[src/rtl/zcmt_lsu_port_arbiter_pkg.sv]
// Shared definitions for the ZCMT / load-unit port arbiter.
// Contents: a minimal core configuration record (XLEN only), the owner
// encoding stored in the response-order FIFO, the owner FSM state constants
// and the default starvation limit.
package zcmt_lsu_port_arbiter_pkg;

  typedef struct packed {
    int unsigned XLEN;
  } cva6_cfg_t;

  localparam cva6_cfg_t cva6_cfg_empty = '{XLEN: 32'd32};

  localparam int unsigned STARVE_LIMIT_DEFAULT = 32'd4;

  // Owner encoding held in the response-order FIFO
  localparam logic OWNER_LSU  = 1'b0;
  localparam logic OWNER_ZCMT = 1'b1;

  // Owner FSM states
  localparam logic [1:0] ST_IDLE      = 2'd0;
  localparam logic [1:0] ST_BUSY_ZCMT = 2'd1;
  localparam logic [1:0] ST_BUSY_LSU  = 2'd2;

  // BUSY state that holds the port for the given owner
  function automatic logic [1:0] busy_state(input logic owner);
    return (owner == OWNER_ZCMT) ? ST_BUSY_ZCMT : ST_BUSY_LSU;
  endfunction

endpackage

[src/rtl/zcmt_lsu_port_arbiter_fifo.sv]
// fifo_v3: small synchronous FIFO used to remember which requester owns each
// in-flight request on the shared port.
// Ports: clk_i, rst_ni (async, active-low), flush_i (sync clear),
//        full_o/empty_o status, data_i/push_i write side, data_o/pop_i read side.
// Pushes while full and pops while empty are ignored.
module fifo_v3 #(
  parameter int unsigned DATA_WIDTH = 32'd32,
  parameter int unsigned DEPTH      = 32'd8
) (
  input  logic                  clk_i,
  input  logic                  rst_ni,
  input  logic                  flush_i,
  output logic                  full_o,
  output logic                  empty_o,
  input  logic [DATA_WIDTH-1:0] data_i,
  input  logic                  push_i,
  output logic [DATA_WIDTH-1:0] data_o,
  input  logic                  pop_i
);

  localparam int unsigned AW = (DEPTH > 32'd1) ? $clog2(DEPTH) : 32'd1;

  logic [AW-1:0]         rd_ptr_r, wr_ptr_r;
  logic [AW:0]           cnt_r;
  logic [DATA_WIDTH-1:0] mem_r [DEPTH];
  logic                  push_s, pop_s;

  // Pointer advance with wrap at DEPTH (DEPTH need not be a power of two)
  function automatic logic [AW-1:0] ptr_inc(input logic [AW-1:0] ptr);
    return (ptr == AW'(DEPTH - 32'd1)) ? {AW{1'b0}} : ptr + AW'(1);
  endfunction

  assign full_o  = (cnt_r == (AW+1)'(DEPTH));
  assign empty_o = (cnt_r == {(AW+1){1'b0}});
  assign push_s  = push_i && !full_o;
  assign pop_s   = pop_i && !empty_o;
  assign data_o  = mem_r[rd_ptr_r];

  // Pointers, occupancy and storage
  always_ff @(posedge clk_i or negedge rst_ni) begin
    if (!rst_ni) begin
      rd_ptr_r <= {AW{1'b0}};
      wr_ptr_r <= {AW{1'b0}};
      cnt_r    <= {(AW+1){1'b0}};
      for (int i = 0; i < int'(DEPTH); i++) mem_r[i] <= {DATA_WIDTH{1'b0}};
    end else if (flush_i) begin
      rd_ptr_r <= {AW{1'b0}};
      wr_ptr_r <= {AW{1'b0}};
      cnt_r    <= {(AW+1){1'b0}};
    end else begin
      if (push_s) begin
        mem_r[wr_ptr_r] <= data_i;
        wr_ptr_r        <= ptr_inc(wr_ptr_r);
      end
      if (pop_s) rd_ptr_r <= ptr_inc(rd_ptr_r);
      case ({push_s, pop_s})
        2'b10:   cnt_r <= cnt_r + (AW+1)'(1);
        2'b01:   cnt_r <= cnt_r - (AW+1)'(1);
        default: cnt_r <= cnt_r;
      endcase
    end
  end

endmodule

[src/rtl/zcmt_lsu_port_arbiter_sva.sv]
// Protocol checker for zcmt_lsu_port_arbiter.
// Ports: clk_i, rst_i, owner FSM state, both request lines, port_rvalid_i and
// the owner FIFO empty flag.
// A requester must keep its request up while it owns the port. A response
// arriving with nothing outstanding is recorded in a sticky flag and covered,
// so it shows up in coverage without stopping a run that resets mid-flight.
module zcmt_lsu_port_arbiter_sva
  import zcmt_lsu_port_arbiter_pkg::*;
(
  input logic       clk_i,
  input logic       rst_i,
  input logic [1:0] state_i,
  input logic       zcmt_req_i,
  input logic       lsu_req_i,
  input logic       port_rvalid_i,
  input logic       fifo_empty_i
);

  logic spurious_rsp_r;

  // Sticky record of a response with no owner to route it to
  always_ff @(posedge clk_i or posedge rst_i) begin
    if (rst_i) spurious_rsp_r <= 1'b0;
    else if (port_rvalid_i && fifo_empty_i) spurious_rsp_r <= 1'b1;
    else spurious_rsp_r <= spurious_rsp_r;
  end

  zcmt_hold_a: assert property (@(posedge clk_i) disable iff (rst_i)
    (state_i == ST_BUSY_ZCMT) |-> zcmt_req_i)
    else $error("zcmt_lsu_port_arbiter: ZCMT dropped req while owning the port");

  lsu_hold_a: assert property (@(posedge clk_i) disable iff (rst_i)
    (state_i == ST_BUSY_LSU) |-> lsu_req_i)
    else $error("zcmt_lsu_port_arbiter: LSU dropped req while owning the port");

  spurious_rsp_c: cover property (@(posedge clk_i) spurious_rsp_r);

endmodule

[src/rtl/zcmt_lsu_port_arbiter.sv]
// zcmt_lsu_port_arbiter: shares one dcache request port between the ZCMT
// jump-table fetcher and the load unit.
// Ports: clk_i / rst_i (async, active-high); zcmt_req/addr in, zcmt_gnt/rvalid/
// rdata out; lsu_req/addr/be in, lsu_gnt/rvalid/rdata out; port_req/addr/be out,
// port_gnt/rvalid/rdata in.
// The winner is driven onto the port in the same cycle it asks; an ungranted
// request keeps the port until granted. Response order is tracked by a 1-bit
// owner FIFO. All outputs are forced low while rst_i is high.
module zcmt_lsu_port_arbiter
  import zcmt_lsu_port_arbiter_pkg::*;
#(
  parameter cva6_cfg_t   CVA6Cfg         = cva6_cfg_empty,
  parameter int unsigned STARVE_LIMIT    = STARVE_LIMIT_DEFAULT,
  parameter int unsigned MAX_OUTSTANDING = 32'd2
) (
  input  logic                          clk_i,
  input  logic                          rst_i,
  input  logic                          zcmt_req_i,
  input  logic [CVA6Cfg.XLEN-1:0]       zcmt_addr_i,
  output logic                          zcmt_gnt_o,
  output logic                          zcmt_rvalid_o,
  output logic [CVA6Cfg.XLEN-1:0]       zcmt_rdata_o,
  input  logic                          lsu_req_i,
  input  logic [CVA6Cfg.XLEN-1:0]       lsu_addr_i,
  input  logic [CVA6Cfg.XLEN/8-1:0]     lsu_be_i,
  output logic                          lsu_gnt_o,
  output logic                          lsu_rvalid_o,
  output logic [CVA6Cfg.XLEN-1:0]       lsu_rdata_o,
  output logic                          port_req_o,
  output logic [CVA6Cfg.XLEN-1:0]       port_addr_o,
  output logic [CVA6Cfg.XLEN/8-1:0]     port_be_o,
  input  logic                          port_gnt_i,
  input  logic                          port_rvalid_i,
  input  logic [CVA6Cfg.XLEN-1:0]       port_rdata_i
);

  localparam int unsigned XLEN = CVA6Cfg.XLEN;
  localparam int unsigned BEW  = XLEN / 32'd8;
  localparam int unsigned CW   = $clog2(STARVE_LIMIT + 32'd1);

  logic [1:0]    state_r, state_nxt_s;
  logic [CW-1:0] starve_r;
  logic          fifo_full_s, fifo_empty_s, head_owner_s;
  logic          req_s, sel_zcmt_s, issue_s, grant_s, pop_s;

  // Owner selection and next-state; BUSY states skip the full check because
  // no push can happen while a request is waiting for its grant
  always_comb begin
    req_s       = 1'b0;
    sel_zcmt_s  = OWNER_LSU;
    state_nxt_s = state_r;
    case (state_r)
      ST_IDLE: begin
        if (!fifo_full_s && (zcmt_req_i || lsu_req_i)) begin
          req_s       = 1'b1;
          sel_zcmt_s  = zcmt_req_i && (!lsu_req_i || (starve_r == CW'(STARVE_LIMIT)));
          state_nxt_s = port_gnt_i ? ST_IDLE : busy_state(sel_zcmt_s);
        end else begin
          state_nxt_s = ST_IDLE;
        end
      end
      ST_BUSY_ZCMT: begin
        sel_zcmt_s = OWNER_ZCMT;
        if (zcmt_req_i) begin
          req_s       = 1'b1;
          state_nxt_s = port_gnt_i ? ST_IDLE : ST_BUSY_ZCMT;
        end else begin
          state_nxt_s = ST_IDLE;
        end
      end
      ST_BUSY_LSU: begin
        sel_zcmt_s = OWNER_LSU;
        if (lsu_req_i) begin
          req_s       = 1'b1;
          state_nxt_s = port_gnt_i ? ST_IDLE : ST_BUSY_LSU;
        end else begin
          state_nxt_s = ST_IDLE;
        end
      end
      default: begin
        state_nxt_s = ST_IDLE;
      end
    endcase
  end

  assign issue_s = req_s && !rst_i;
  assign grant_s = issue_s && port_gnt_i;
  assign pop_s   = port_rvalid_i && !fifo_empty_s && !rst_i;

  assign port_req_o  = issue_s;
  assign port_addr_o = !issue_s ? {XLEN{1'b0}} : (sel_zcmt_s ? zcmt_addr_i : lsu_addr_i);
  assign port_be_o   = !issue_s ? {BEW{1'b0}}  : (sel_zcmt_s ? {BEW{1'b1}} : lsu_be_i);
  assign zcmt_gnt_o  = grant_s && (sel_zcmt_s == OWNER_ZCMT);
  assign lsu_gnt_o   = grant_s && (sel_zcmt_s == OWNER_LSU);

  assign zcmt_rvalid_o = pop_s && (head_owner_s == OWNER_ZCMT);
  assign lsu_rvalid_o  = pop_s && (head_owner_s == OWNER_LSU);
  assign zcmt_rdata_o  = rst_i ? {XLEN{1'b0}} : port_rdata_i;
  assign lsu_rdata_o   = rst_i ? {XLEN{1'b0}} : port_rdata_i;

  // Owner FSM state register
  always_ff @(posedge clk_i or posedge rst_i) begin
    if (rst_i) state_r <= ST_IDLE;
    else state_r <= state_nxt_s;
  end

  // Starvation counter: counts LSU grants that ZCMT sat through
  always_ff @(posedge clk_i or posedge rst_i) begin
    if (rst_i) starve_r <= {CW{1'b0}};
    else if (!zcmt_req_i || zcmt_gnt_o) starve_r <= {CW{1'b0}};
    else if (lsu_gnt_o && (starve_r != CW'(STARVE_LIMIT))) starve_r <= starve_r + CW'(1);
    else starve_r <= starve_r;
  end

  fifo_v3 #(
    .DATA_WIDTH (32'd1),
    .DEPTH      (MAX_OUTSTANDING)
  ) u_owner_fifo (
    .clk_i   (clk_i),
    .rst_ni  (~rst_i),
    .flush_i (1'b0),
    .full_o  (fifo_full_s),
    .empty_o (fifo_empty_s),
    .data_i  (sel_zcmt_s),
    .push_i  (grant_s),
    .data_o  (head_owner_s),
    .pop_i   (pop_s)
  );

  zcmt_lsu_port_arbiter_sva u_sva (
    .clk_i         (clk_i),
    .rst_i         (rst_i),
    .state_i       (state_r),
    .zcmt_req_i    (zcmt_req_i),
    .lsu_req_i     (lsu_req_i),
    .port_rvalid_i (port_rvalid_i),
    .fifo_empty_i  (fifo_empty_s)
  );

endmodule

[config.mk]
export PLATFORM = sky130hd
export DESIGN_NAME = zcmt_lsu_port_arbiter
export DESIGN_NICKNAME = d
export VERILOG_FILES = /design/src/rtl/zcmt_lsu_port_arbiter_pkg.sv /design/src/rtl/zcmt_lsu_port_arbiter_fifo.sv /design/src/rtl/zcmt_lsu_port_arbiter_sva.sv /design/src/rtl/zcmt_lsu_port_arbiter.sv
export SDC_FILE = /design/constraint.sdc
export NUM_CORES = 1
export LEC_CHECK = 0
export BUFFER_PORTS_ARGS = -buffer_cell sky130_fd_sc_hd__buf_2
export CORE_AREA = 2 2 81 83
export CTS_BUF_LIST = sky130_fd_sc_hd__clkbuf_4 sky130_fd_sc_hd__clkbuf_8 sky130_fd_sc_hd__clkbuf_16
export CTS_CLUSTER_SIZE = 10
export DETAILED_ROUTE_END_ITERATION = 16
export DIE_AREA = 0 0 83 85
export GPL_TIMING_DRIVEN = 0
export HOLD_SLACK_MARGIN = 0.02
export PLACE_DENSITY_LB_ADDON = 0.12
export SLEW_MARGIN = 0
export SYNTH_ARGS = -nofsm -noshare
export SYNTH_HDL_FRONTEND = slang
export SYNTH_SLANG_ARGS = --single-unit
[constraint.sdc]
create_clock -name clk_i -period 1.8 [get_ports clk_i]
set_clock_uncertainty 0.2 [all_clocks]
set_input_delay 0.18 -clock clk_i [delete_from_list [all_inputs] [get_ports clk_i]]
set_output_delay 0.18 -clock clk_i [all_outputs]
set_load 0.005 [all_outputs]
Word-level counts from Yosys, hierarchy flattened:

Cells that the tools add are included.

* $add $sub $neg: 5
* multipliers: 0
* equality and inequality tests: 7
* shifts and indexed selects: 0
* bitwise gates (word level): 4
* reductions and logical operators: 26
* order comparisons: 3
* divide/modulo/power cells: 0
* muxes and demuxes: 30

Operator list (count)
* 2-to-1 mux 32 bit: 3
* logical AND 1 bit: 14
* 2-to-1 mux 1 bit: 12
* 2-to-1 mux 2 bit: 5
* 2-to-1 mux 4 bit: 2
* == test 2 bit (second input constant): 3
* 2-to-1 mux 3 bit: 2
* case mux 2 bit (3 select lines): 1
* logical NOT 1 bit: 5
* == test 2 x 1 -> 1 bit (second input constant): 2
* greater-or-equal comparator 2 bit (second input constant): 2
* logical NOT 2 bit: 2
* NOT 1 -> 2 bit: 2
* case mux 2 bit (2 select lines): 1
* nonzero test 2 bit: 2
* adder 3 x 1 -> 3 bit (second input constant): 1
* == test 3 bit (second input constant): 1
* logical OR 1 bit: 3
* != test 3 bit (second input constant): 1
* case mux 1 bit (3 select lines): 1
* adder 1 bit (second input constant): 2
* adder 2 x 1 -> 2 bit (second input constant): 1
* bitwise mux 2 bit: 1
* < comparator 2 x 1 -> 1 bit (second input constant): 1
* 4 further kinds: 5

* output and inout port bits: 105
* bits in registers: 11
* bits in read-only memories: 0
* word-level logic and storage cells: 82
* bits in writable memories: 0
* input bits: 106
* memories kept: 0
* latch bits: 0

Longest topological paths before layout:

Gate-level depths: netlist of the first run.

* depth in word-level cells: 11
* gate-level depth with buffers: 8
* depth with buffers taken out: 7

Hierarchy:

Synthesis of the first run repeated with hierarchy kept, for this count alone.

* cells, all modules: 257
* area, all modules: 1886.8 µm²

By module, submodules not included
* zcmt_lsu_port_arbiter: sequential area each 125.1 µm², cells an instance 228, area an instance 1556.5 µm², instances 1
* fifo_v3: sequential area each 150.1 µm², cells an instance 29, area an instance 330.3 µm², instances 1

Worst setup path after synthesis of the first run:

Ideal clock, no wire load.

* path type: register -> register
* from: register state_r[0]
* to: register u_owner_fifo.cnt_r[1]
* data arrival time: 1.626 ns
* cell stages (with the launch flop): 8
* clock period less this slack: 1.905 ns
* path slack: -0.105 ns
* buffers on the path: 1
* setup time: 0.079 ns
* data required time: 1.521 ns
* cells stage by stage: dfrtp_1 -> buf_4 -> nand2b_1 -> a21oi_4 -> nand2_1 -> ha_1 -> nor2_1 -> xor2_1

* longest elaborated chain between the ends: 7
* elaborated cells on any way between the ends: 11
* those cells by class: eq/ne: 4; mux: 2; reduce/logical: 5

Ends and longest elaborated chain
* from (decl): RTL line zcmt_lsu_port_arbiter.sv:41 `logic [1:0] state_r, state_nxt_s;`
* from (signal assigned): RTL line zcmt_lsu_port_arbiter.sv:104 `else state_r <= state_nxt_s;`
* == test 2 bit, or another cell as far along: RTL line zcmt_lsu_port_arbiter.sv:52 `case (state_r)`
* case mux 1 bit (3 select lines) (*): RTL line zcmt_lsu_port_arbiter.sv:52
* logical AND 1 bit (*): RTL line zcmt_lsu_port_arbiter.sv:86 `assign issue_s = req_s && !rst_i;`
* logical AND 1 bit (*): RTL line zcmt_lsu_port_arbiter.sv:87 `assign grant_s = issue_s && port_gnt_i;`
* logical AND 1 bit (*): RTL line zcmt_lsu_port_arbiter_fifo.sv:35 `assign push_s = push_i && !full_o;`
* == test 2 x 1 -> 1 bit / == test 2 bit (equally long branches): RTL line zcmt_lsu_port_arbiter_fifo.sv:56 `case ({push_s, pop_s})`
* case mux 2 bit (2 select lines) / nonzero test 2 bit (equally long branches)
* to (signal assigned): RTL line zcmt_lsu_port_arbiter_fifo.sv:57 `2'b10: cnt_r <= cnt_r + (AW+1)'(1);`
* to (signal assigned): RTL line zcmt_lsu_port_arbiter_fifo.sv:58 `2'b01: cnt_r <= cnt_r - (AW+1)'(1);`
* to (signal assigned): RTL line zcmt_lsu_port_arbiter_fifo.sv:59 `default: cnt_r <= cnt_r;`
* to (decl): RTL line zcmt_lsu_port_arbiter_fifo.sv:24 `logic [AW:0] cnt_r;`

Mark *: on every way between the ends. The rest lies on a longest branch, timed or not.
A chain may end at the register's enable or synchronous reset.

Final worst setup path of the first run:

* from: register starve_r[1]
* to: output port port_addr_o[15]

* longest elaborated chain between the ends: 7

Ends and longest elaborated chain
* from (decl): RTL line zcmt_lsu_port_arbiter.sv:42 `logic [CW-1:0] starve_r;`
* from (signal assigned): RTL line zcmt_lsu_port_arbiter.sv:109 `if (rst_i) starve_r <= {CW{1'b0}};`
* from (signal assigned): RTL line zcmt_lsu_port_arbiter.sv:110 `else if (!zcmt_req_i || zcmt_gnt_o) starve_r <= {CW{1'b0}};`
* from (signal assigned): RTL line zcmt_lsu_port_arbiter.sv:111 `else if (lsu_gnt_o && (starve_r != CW'(STARVE_LIMIT))) starve_r <= starve_r + CW'(1);`
* == test 3 bit: RTL line zcmt_lsu_port_arbiter.sv:56 `sel_zcmt_s = zcmt_req_i && (!lsu_req_i || (starve_r == CW'(STARVE_LIMIT)));`
* logical OR 1 bit: RTL line zcmt_lsu_port_arbiter.sv:56
* logical AND 1 bit: RTL line zcmt_lsu_port_arbiter.sv:56
* 2-to-1 mux 1 bit: RTL line zcmt_lsu_port_arbiter.sv:54 `if (!fifo_full_s && (zcmt_req_i || lsu_req_i)) begin`
* case mux 1 bit (2 select lines): RTL line zcmt_lsu_port_arbiter.sv:52
* 2-to-1 mux 32 bit (2 in series): RTL line zcmt_lsu_port_arbiter.sv:91 `assign port_addr_o = !issue_s ? {XLEN{1'b0}} : (sel_zcmt_s ? zcmt_addr_i : lsu_addr_i);`
* to (decl): RTL line zcmt_lsu_port_arbiter.sv:30 `output logic [CVA6Cfg.XLEN-1:0] port_addr_o,`

No other way between the ends.

==> impl_metrics.sql, run 1 <==
INSERT INTO impl_metrics (metric_group, metric, value, unit) VALUES
('run_status', 'status', 'finished with violations', ''),
('run_status', 'violations', 'negative setup slack', ''),
('floorplanning', 'die-width', '83', 'um'),
('synth', 'post-synth-top-area-cell', 'sky130_fd_sc_hd__mux2i_1', ''),
('global_routing', 'global_route.overflow_total', '0', ''),
('clock_network', 'clkSlewWorstSetupHoldPaths', '0.06', 'ns'),
('worst_setup_path', 'crit_family', 'buffers and inverters', ''),
('detailed_routing', 'number_of_drc_markers_in_iteration_0', '50', ''),
('timing', 'layout_setup_ws', '-0.4572', 'ns'),
('clock_network', 'tritoncts', 'yes', ''),
('power', 'power_density', '737.8', 'nW/um^2'),
('detailed_routing', 'finalWirelength', '6730', 'um'),
('clock_network', 'cts.sinks', '11', ''),
('worst_setup_path', 'crit_top_cell', 'sky130_fd_sc_hd__buf_12', ''),
('worst_setup_path', 'worst_setup_path_start_kind', 'flop', ''),
('layout', 'layout-drive-gt1-share', '0.6874', ''),
('detailed_routing', 'via_count', '2389', ''),
('global_routing', 'grt_first_pass_wirelength', '10470', 'um'),
('place', 'dpl.hpwl', '5099', 'um'),
('synth', 'post_synthesis_instance_area', '1704', 'sq um'),
('layout', 'syn2layout_area_growth', '105.7', '%'),
('detailed_routing', 'firstDrtPassIters', '4', ''),
('synth', 'synthesized_instance_count', '217', ''),
('timing', 'grt_setup_unrepaired', 'yes', ''),
('detailed_routing', 'postRouteAntennaNets', '0', ''),
('floorplanning', 'placement_rows', '29', ''),
('min_path', 'min-delay-start', 'zcmt_req_i', ''),
('detailed_routing', 'wl_per_cell', '12.37', 'um'),
('synth', 'synth_top_area_share', '0.1938', ''),
('synth', 'synthesis.area_per_instance', '7.853', 'sq um'),
('floorplanning', 'effective_utilization_at_floorplan', '0.2747', ''),
('detailed_routing', 'average_via_count_per_standard_cell', '4.392', ''),
('layout', 'final_design_area_no_fill', '3505', 'sq um'),
('worst_setup_path', 'timing.reg2reg.setup_slack', '-0.27', 'ns'),
('global_routing', 'grt.total_usage', '0.1750', ''),
('clock_network', 'cts.root.buffer_cell', 'sky130_fd_sc_hd__clkbuf_8', ''),
('place', 'gpl.final_weighted_congestion', '0.8415', ''),
('worst_setup_path', 'slowest_stage', 'sky130_fd_sc_hd__dfrtp_1', ''),
('layout', 'nets', '577', ''),
('min_path', 'worst_hold_path_type', 'in -> reg', ''),
('detailed_routing', 'remaining_drc_errors', '0', ''),
('global_routing', 'first_global_vias', '2286', ''),
('worst_setup_path', 'timing.reg2reg.worst_path_depth', '10', ''),
('clock_network', 'clockBufferDepth', '2', ''),
('clock_network', 'inserted_clock_buffers', '3', ''),
('global_routing', 'globalRouteMet3Util', '0.04183', ''),
('place', 'numPlacedInstances', '504', ''),
('timing', 'setup-violations-final', '46', ''),
('worst_setup_path', 'worst-endpoint-arrival', '1.88', 'ns'),
('worst_setup_path', 'crit_path_max_incr_delay', '0.38', 'ns'),
('power', 'cellLeakagePower', '2.138', 'nW'),
('floorplanning', 'area_of_the_core', '6205', 'sq um'),
('global_routing', 'use_met2', '0.3446', ''),
('worst_setup_path', 'end_kind', 'output pin', ''),
('floorplanning', 'die-height', '85', 'um'),
('worst_setup_path', 'critical_path.cell_chain', 'inv_2, ha_4, nand2_4, a211oi_4, a21oi_4, buf_12, buf_12, mux2i_2, nor2_1, buf_2', ''),
('worst_setup_path', 'critPathBufInv', '4', ''),
('timing', 'timing.fmax', '443.0', 'MHz'),
('timing', 'final.period_utilization', '1.254', ''),
('place', 'number_of_buffers_inserted_by_port_buffering', '210', ''),
('timing', 'remaining_max_slew_budget_at_the_tightest_pin', '0.5084', ''),
('timing', 'report.final.hold_viol_count', '0', ''),
('min_path', 'hold_depth', '3', ''),
('min_path', 'holdPathEnd', 'starve_r[2]$_DFFE_PP0P_', ''),
('global_routing', 'initial_antenna_violation_count', '0', ''),
('global_routing', 'busiest_layer', 'met2', ''),
('timing', 'final_period_minus_worst_setup_slack', '2.257', 'ns'),
('timing', 'slew_viol_final', '0', ''),
('power', 'ir_drop_worst_case_vdd', '0.3551', 'mV'),
('layout', 'layoutNonFillerInstCount', '544', ''),
('layout', 'multi_input_area', '1224', 'sq um');
[layout make-up]
class	count	area share
multi-input combinational	153	0.3492
sequential	11	0.07926
tap	77	0.02749
clock buffer	3	0.01178
inverter	11	0.01285
clock inverter	1	0.001428
timing repair buffer	246	0.4213
buffer	42	0.09675
[state kept, by name (all words and copies together) (netlist names)]
register               flops
starve_r                   3
u_owner_fifo.cnt_r         2
u_owner_fifo.rd_ptr_r      1
u_owner_fifo.wr_ptr_r      1
state_r                    2
u_owner_fifo.mem_r         2
[stage by stage]
stage	hold WS, ns	setup WS [ns]	utilization	TNS [ns]
3_3_place_gp	0.09256	-0.2899	0.4616	-8.854
2_1_floorplan	-0.1441	0.005925	-	0
3_5_place_dp	0.1051	-0.2617	0.4616	-9.124
5_1_grt	0.08173	-0.5649	0.5648	-20.93
4_1_cts	0.06297	-0.4824	0.5366	-17.97
6_report	0.06491	-0.4572	0.5648	-16.55
[cell families (layout without fill, tap and decap cells)]
kind of cell	Yosys count	after routing	synth area share
fa+ha+maj	3	3	0.02203
flops	11	11	0.1615
buf+inv	54	303	0.2115
xor+xnor	5	5	0.02570
compound gates	25	26	0.1219
simple gates	86	86	0.2636
mux	33	33	0.1938
[worst max path at each step]
stage                                  from               to  slack (ns)  cells after the start
finish              starve_r[1]$_DFFE_PP0P_  port_addr_o[15]       -0.46                     10
detailed placement  starve_r[0]$_DFFE_PP0P_  port_addr_o[26]       -0.26                      9
CTS                 starve_r[1]$_DFFE_PP0P_   port_addr_o[6]       -0.48                     10
floorplan           starve_r[0]$_DFFE_PP0P_   port_addr_o[0]       0.006                      8
global route        starve_r[1]$_DFFE_PP0P_   port_addr_o[5]       -0.56                     10
global placement    starve_r[0]$_DFFE_PP0P_  port_addr_o[27]       -0.29                      9
[Yosys cell counts]
library cell                count
sky130_fd_sc_hd__clkbuf_1       3
sky130_fd_sc_hd__xnor2_1        4
sky130_fd_sc_hd__nor2b_4        1
sky130_fd_sc_hd__nor2b_1       34
sky130_fd_sc_hd__xor2_1         1
sky130_fd_sc_hd__buf_6          4
sky130_fd_sc_hd__o21ai_2        2
sky130_fd_sc_hd__mux2i_1       33
sky130_fd_sc_hd__nand2_1        3
sky130_fd_sc_hd__o41ai_2        1
sky130_fd_sc_hd__a21oi_1        8
sky130_fd_sc_hd__nor3b_1        1
sky130_fd_sc_hd__a32o_1         1
sky130_fd_sc_hd__a21oi_4        2
sky130_fd_sc_hd__nand3b_1       2
sky130_fd_sc_hd__ha_1           3
sky130_fd_sc_hd__a31oi_1        1
sky130_fd_sc_hd__o2111ai_1      1
sky130_fd_sc_hd__o31ai_1        2
sky130_fd_sc_hd__buf_2          3
sky130_fd_sc_hd__nand3_1        1
sky130_fd_sc_hd__nand2b_1       1
sky130_fd_sc_hd__inv_1         11
sky130_fd_sc_hd__o211ai_1       2
sky130_fd_sc_hd__nand2b_4       1
sky130_fd_sc_hd__a211oi_4       1
sky130_fd_sc_hd__nor3_1         5
sky130_fd_sc_hd__nor2_1        37
sky130_fd_sc_hd__o21ai_0        2
sky130_fd_sc_hd__buf_4         33
sky130_fd_sc_hd__dfrtp_1       11
sky130_fd_sc_hd__a21oi_2        1
sky130_fd_sc_hd__o21bai_1       1
[layout by cell type (no fill, tap or decap), types with 2 or more instances in the layout]
master,n
sky130_fd_sc_hd__buf_2,211
sky130_fd_sc_hd__buf_4,51
sky130_fd_sc_hd__nor2_1,36
sky130_fd_sc_hd__nor2b_1,34
sky130_fd_sc_hd__mux2i_1,31
sky130_fd_sc_hd__buf_6,10
sky130_fd_sc_hd__dfrtp_1,9
sky130_fd_sc_hd__inv_1,8
sky130_fd_sc_hd__a21oi_2,6
sky130_fd_sc_hd__buf_12,6
sky130_fd_sc_hd__xnor2_1,4
sky130_fd_sc_hd__a21oi_4,3
sky130_fd_sc_hd__clkbuf_1,3
sky130_fd_sc_hd__nor3_1,3
sky130_fd_sc_hd__clkbuf_8,3
sky130_fd_sc_hd__buf_16,3
sky130_fd_sc_hd__nand2b_4,2
sky130_fd_sc_hd__nand3b_1,2
sky130_fd_sc_hd__o21ai_4,2
sky130_fd_sc_hd__a21oi_1,2
sky130_fd_sc_hd__inv_2,2
sky130_fd_sc_hd__buf_8,2
sky130_fd_sc_hd__mux2i_2,2
sky130_fd_sc_hd__o211ai_1,2
sky130_fd_sc_hd__nor3_2,2
sky130_fd_sc_hd__ha_4,2
sky130_fd_sc_hd__dlygate4sd3_1,2
sky130_fd_sc_hd__dfrtp_2,2
[timing repair]
| action | 4_1_cts | 5_1_grt |
|---|---|---|
| gates resized for setup | 37 | 23 |
| endpoints found under the hold margin | 13 | 0 |
| pin swaps | 15 | 16 |
| cloned | 5 | 0 |
| hold buffers | 2 | 0 |
| buffers inserted | 17 | 17 |
| endpoints found under the setup margin | 44 | 48 |
[routing by layer]
layer / vias to the layer above / wire, um
met5: - / 0
met1: 1046 / 2340
met4: 0 / 111
li1: 1193 / -
met2: 140 / 3649
met3: 10 / 629
[tightest hold or removal path, stage by stage]
cell	delay [ns]
sky130_fd_sc_hd__buf_2	0.15
sky130_fd_sc_hd__nand2_1	0.08
sky130_fd_sc_hd__a21oi_1	0.06
[report_power, final]
group	switching, mW	internal [mW]
registers	0.0782	0.327
logic	0.809	1.11
clock network	0.109	0.153
Power figures use the tool's default switching activity.
==> inputs of run 2 (changes only) <==
--- a/config.mk
+++ b/config.mk
@@ -14,6 +14,7 @@
 export GPL_TIMING_DRIVEN = 0
 export HOLD_SLACK_MARGIN = 0.02
 export PLACE_DENSITY_LB_ADDON = 0.12
+export RECOVER_POWER = 25
 export SLEW_MARGIN = 0
 export SYNTH_ARGS = -nofsm -noshare
 export SYNTH_HDL_FRONTEND = slang
==> run 2 against run 1 <==
  * Highest routed layer unchanged
  * Global-route usage stayed put
  * Critical endpoint unchanged
  * Critical path type unchanged
  * Cell area is 0.18% lower
  * The run still ends with negative setup slack left
  * Utilization decreased by 0.10 points
  * Clock power about the same
  * Flip-flop and latch count stayed put
  * Sequential power about the same
  * Non-clock buffer count is the same
==> impl_metrics.sql, run 2 (synthesis results as in run 1) <==
INSERT INTO impl_metrics (metric_group, metric, value, unit) VALUES
('run_status', 'status', 'finished with violations', ''),
('run_status', 'violations', 'negative setup slack', ''),
('detailed_routing', 'via_count', '2391', ''),
('run', 'timing.max_cap.violations', '0', ''),
('layout', 'most-common-layout-cells', 'sky130_fd_sc_hd__buf_2, sky130_fd_sc_hd__buf_4, sky130_fd_sc_hd__nor2_1, sky130_fd_sc_hd__nor2b_1, sky130_fd_sc_hd__mux2i_1', ''),
('detailed_routing', 'number_of_drc_markers_in_iteration_0', '58', ''),
('layout', 'largest_reg_flops', '3', ''),
('place', 'gpl.final_weighted_congestion', '0.8415', ''),
('detailed_routing', 'finalWirelength', '6728', 'um'),
('layout', 'nets', '577', ''),
('min_path', 'min-delay-start', 'zcmt_req_i', ''),
('detailed_routing', 'firstDrtPassIters', '4', ''),
('place', 'numPlacedInstances', '504', ''),
('clock_network', 'cts.sinks', '11', ''),
('worst_setup_path', 'worst-endpoint-arrival', '1.88', 'ns'),
('global_routing', 'first_global_vias', '2286', ''),
('power', 'cellLeakagePower', '2.126', 'nW'),
('worst_setup_path', 'timing.reg2reg.worst_path_depth', '10', ''),
('layout', 'antenna-diode-count', '0', ''),
('global_routing', 'grt_start_max_net_pins', '12', ''),
('clock_network', 'tritoncts', 'yes', ''),
('layout', 'layoutNonFillerInstCount', '544', ''),
('place', 'preCtsSetupSlack', '-0.2617', 'ns'),
('global_routing', 'grt.total_usage', '0.1750', ''),
('detailed_routing', 'average_via_count_per_standard_cell', '4.395', ''),
('place', 'dpl.hpwl', '5099', 'um'),
('detailed_routing', 'remaining_drc_errors', '0', ''),
('clock_network', 'htree_num_levels', '1', ''),
('worst_setup_path', 'reg2reg_to', 'u_owner_fifo.cnt_r[1]$_DFFE_PP0P_', ''),
('global_routing', 'global_route.overflow_total', '0', ''),
('floorplanning', 'die-area', '7055', 'sq um'),
('timing', 'report.final.hold_viol_count', '0', ''),
('global_routing', 'grt_first_pass_wirelength', '10470', 'um'),
('worst_setup_path', 'worst_setup_path_start_kind', 'flop', ''),
('min_path', 'holdPathEnd', 'starve_r[2]$_DFFE_PP0P_', ''),
('global_routing', 'initial_antenna_violation_count', '0', ''),
('power', 'ir_drop_worst_case_vdd', '0.3551', 'mV'),
('min_path', 'hold_depth', '3', ''),
('worst_setup_path', 'timing.critical_path.from', 'starve_r[1]$_DFFE_PP0P_', ''),
('floorplanning', 'effective_utilization_at_floorplan', '0.2747', ''),
('timing', 'final.period_utilization', '1.254', ''),
('timing', 'layout_setup_ws', '-0.4572', 'ns'),
('timing', 'slew_viol_final', '0', ''),
('floorplanning', 'io-pin-count', '211', ''),
('timing', 'worst_pin_slew', '0.7354', 'ns'),
('worst_setup_path', 'timing.critical_path.required', '1.42', 'ns'),
('layout', 'layout-drive-gt1-share', '0.6809', ''),
('clock_network', 'cts.root.buffer_cell', 'sky130_fd_sc_hd__clkbuf_8', ''),
('worst_setup_path', 'timing.reg2reg.setup_slack', '-0.27', 'ns'),
('floorplanning', 'placement_rows', '29', ''),
('worst_setup_path', 'worst-path-max-fanout', '5', ''),
('worst_setup_path', 'worstReg2RegStart', 'u_owner_fifo.cnt_r[1]$_DFFE_PP0P_', ''),
('layout', 'layout_commonest_cell', 'sky130_fd_sc_hd__buf_2', ''),
('worst_setup_path', 'timing_worst_setup_path_type', 'reg -> out', ''),
('detailed_routing', 'wl_per_cell', '12.37', 'um'),
('layout', 'top_register_by_number_of_flip_flops', 'starve_r', ''),
('timing', 'timing.fmax', '443.0', 'MHz'),
('floorplanning', 'area_of_the_core', '6205', 'sq um'),
('clock_network', 'clockBufferDepth', '2', ''),
('timing', 'setup-violations-final', '46', ''),
('layout', 'syn2layout_area_growth', '105.3', '%'),
('place', 'number_of_buffers_inserted_by_port_buffering', '210', ''),
('worst_setup_path', 'end_kind', 'output pin', ''),
('floorplanning', 'die-width', '83', 'um'),
('timing', 'grt_setup_unrepaired', 'yes', ''),
('clock_network', 'inserted_clock_buffers', '3', ''),
('clock_network', 'clock_insertion_delay_worst_skew', '0.24', 'ns'),
('timing', 'final_period_minus_worst_setup_slack', '2.257', 'ns'),
('detailed_routing', 'postRouteAntennaNets', '0', ''),
('clock_network', 'clkSlewWorstSetupHoldPaths', '0.06', 'ns'),
('floorplanning', 'die-height', '85', 'um'),
('timing', 'remaining_max_slew_budget_at_the_tightest_pin', '0.5087', ''),
('power', 'power_density', '738.9', 'nW/um^2'),
('min_path', 'worst_hold_path_type', 'in -> reg', '');
-- run 2: changes by cell type in the layout (fill, tap and decap cells not counted) --
| cell | delta |
|---|---|
| sky130_fd_sc_hd__buf_2 | -9 |
| sky130_fd_sc_hd__clkbuf_2 | +6 |
| sky130_fd_sc_hd__clkinvlp_4 | -1 |
| sky130_fd_sc_hd__clkbuf_1 | +3 |
| sky130_fd_sc_hd__clkinvlp_2 | +1 |
-- run 2: where the power goes --
group	total, mW	internal [mW]	switching [mW]
Combinational	1.92	1.11	0.809
Clock	0.262	0.153	0.109
Sequential	0.405	0.327	0.0782
Total	2.58	1.59	0.996
-- run 2: area by class of cell --
cell class | count | area (sq um)
clock buffers | 3 | 41.29
fillers | 587 | 2706
flip-flops and latches | 11 | 277.8
plain buffers | 42 | 339.1
repair buffers | 246 | 1473
well taps | 77 | 96.34
clock inverters | 1 | 5.005
inverters | 11 | 42.54
multi-input cells | 153 | 1224
-- run 2: what timing repair did --
action | CTS | global route
gates resized for setup | 37 | 23
pin swaps | 15 | 16
buffers inserted | 17 | 17
gates cloned | 5 | 0
endpoints found under the hold margin | 13 | 0
hold buffers | 2 | 0
endpoints found under the setup margin | 44 | 48
-- run 2: how the worst max path moves through the flow --
stage / to / cells past startpoint
after detailed placement: port_addr_o[26] / 9
final: port_addr_o[15] / 10
after global routing: port_addr_o[5] / 10
after CTS: port_addr_o[6] / 10
after global placement: port_addr_o[27] / 9
after floorplan: port_addr_o[0] / 8
-- run 2: worst max-delay path: stages, from the launching register on --
cell and delay, ns:
sky130_fd_sc_hd__dfrtp_1 0.38, sky130_fd_sc_hd__inv_2 0.07, sky130_fd_sc_hd__ha_4 0.14, sky130_fd_sc_hd__nand2_4 0.06, sky130_fd_sc_hd__a211oi_4 0.27, sky130_fd_sc_hd__a21oi_4 0.08
sky130_fd_sc_hd__buf_12 0.15, sky130_fd_sc_hd__buf_12 0.13, sky130_fd_sc_hd__mux2i_2 0.17, sky130_fd_sc_hd__nor2_1 0.05, sky130_fd_sc_hd__buf_2 0.12
-- run 2: layer usage --
| metal | track usage | vias to the layer above | part of all wire | routed length, um |
|---|---|---|---|---|
| met2 | 0.3446 | 138 | 0.54 | 3650 |
| met5 | 0 | - | 0 | 0 |
| met4 | 0.04471 | 0 | 0.017 | 112 |
| li1 | - | 1196 | - | - |
| met3 | 0.04183 | 10 | 0.092 | 621 |
| met1 | 0.1856 | 1047 | 0.35 | 2344 |
-- run 2: per-stage QoR --
| step | power, mW | instance area (sq um) | hold slack, ns | setup TNS, ns | utilization |
|---|---|---|---|---|---|
| 5_1_grt | 2.785 | 3498 | 0.08173 | -21.03 | 0.5638 |
| 2_1_floorplan | 1.199 | 1717 | -0.1441 | 0 | - |
| 3_3_place_gp | 1.648 | 2864 | 0.09256 | -8.854 | 0.4616 |
| 3_5_place_dp | 1.655 | 2864 | 0.1051 | -9.124 | 0.4616 |
| 6_report | 2.585 | 3498 | 0.06491 | -16.55 | 0.5638 |
| 4_1_cts | 2.341 | 3329 | 0.06297 | -17.97 | 0.5366 |
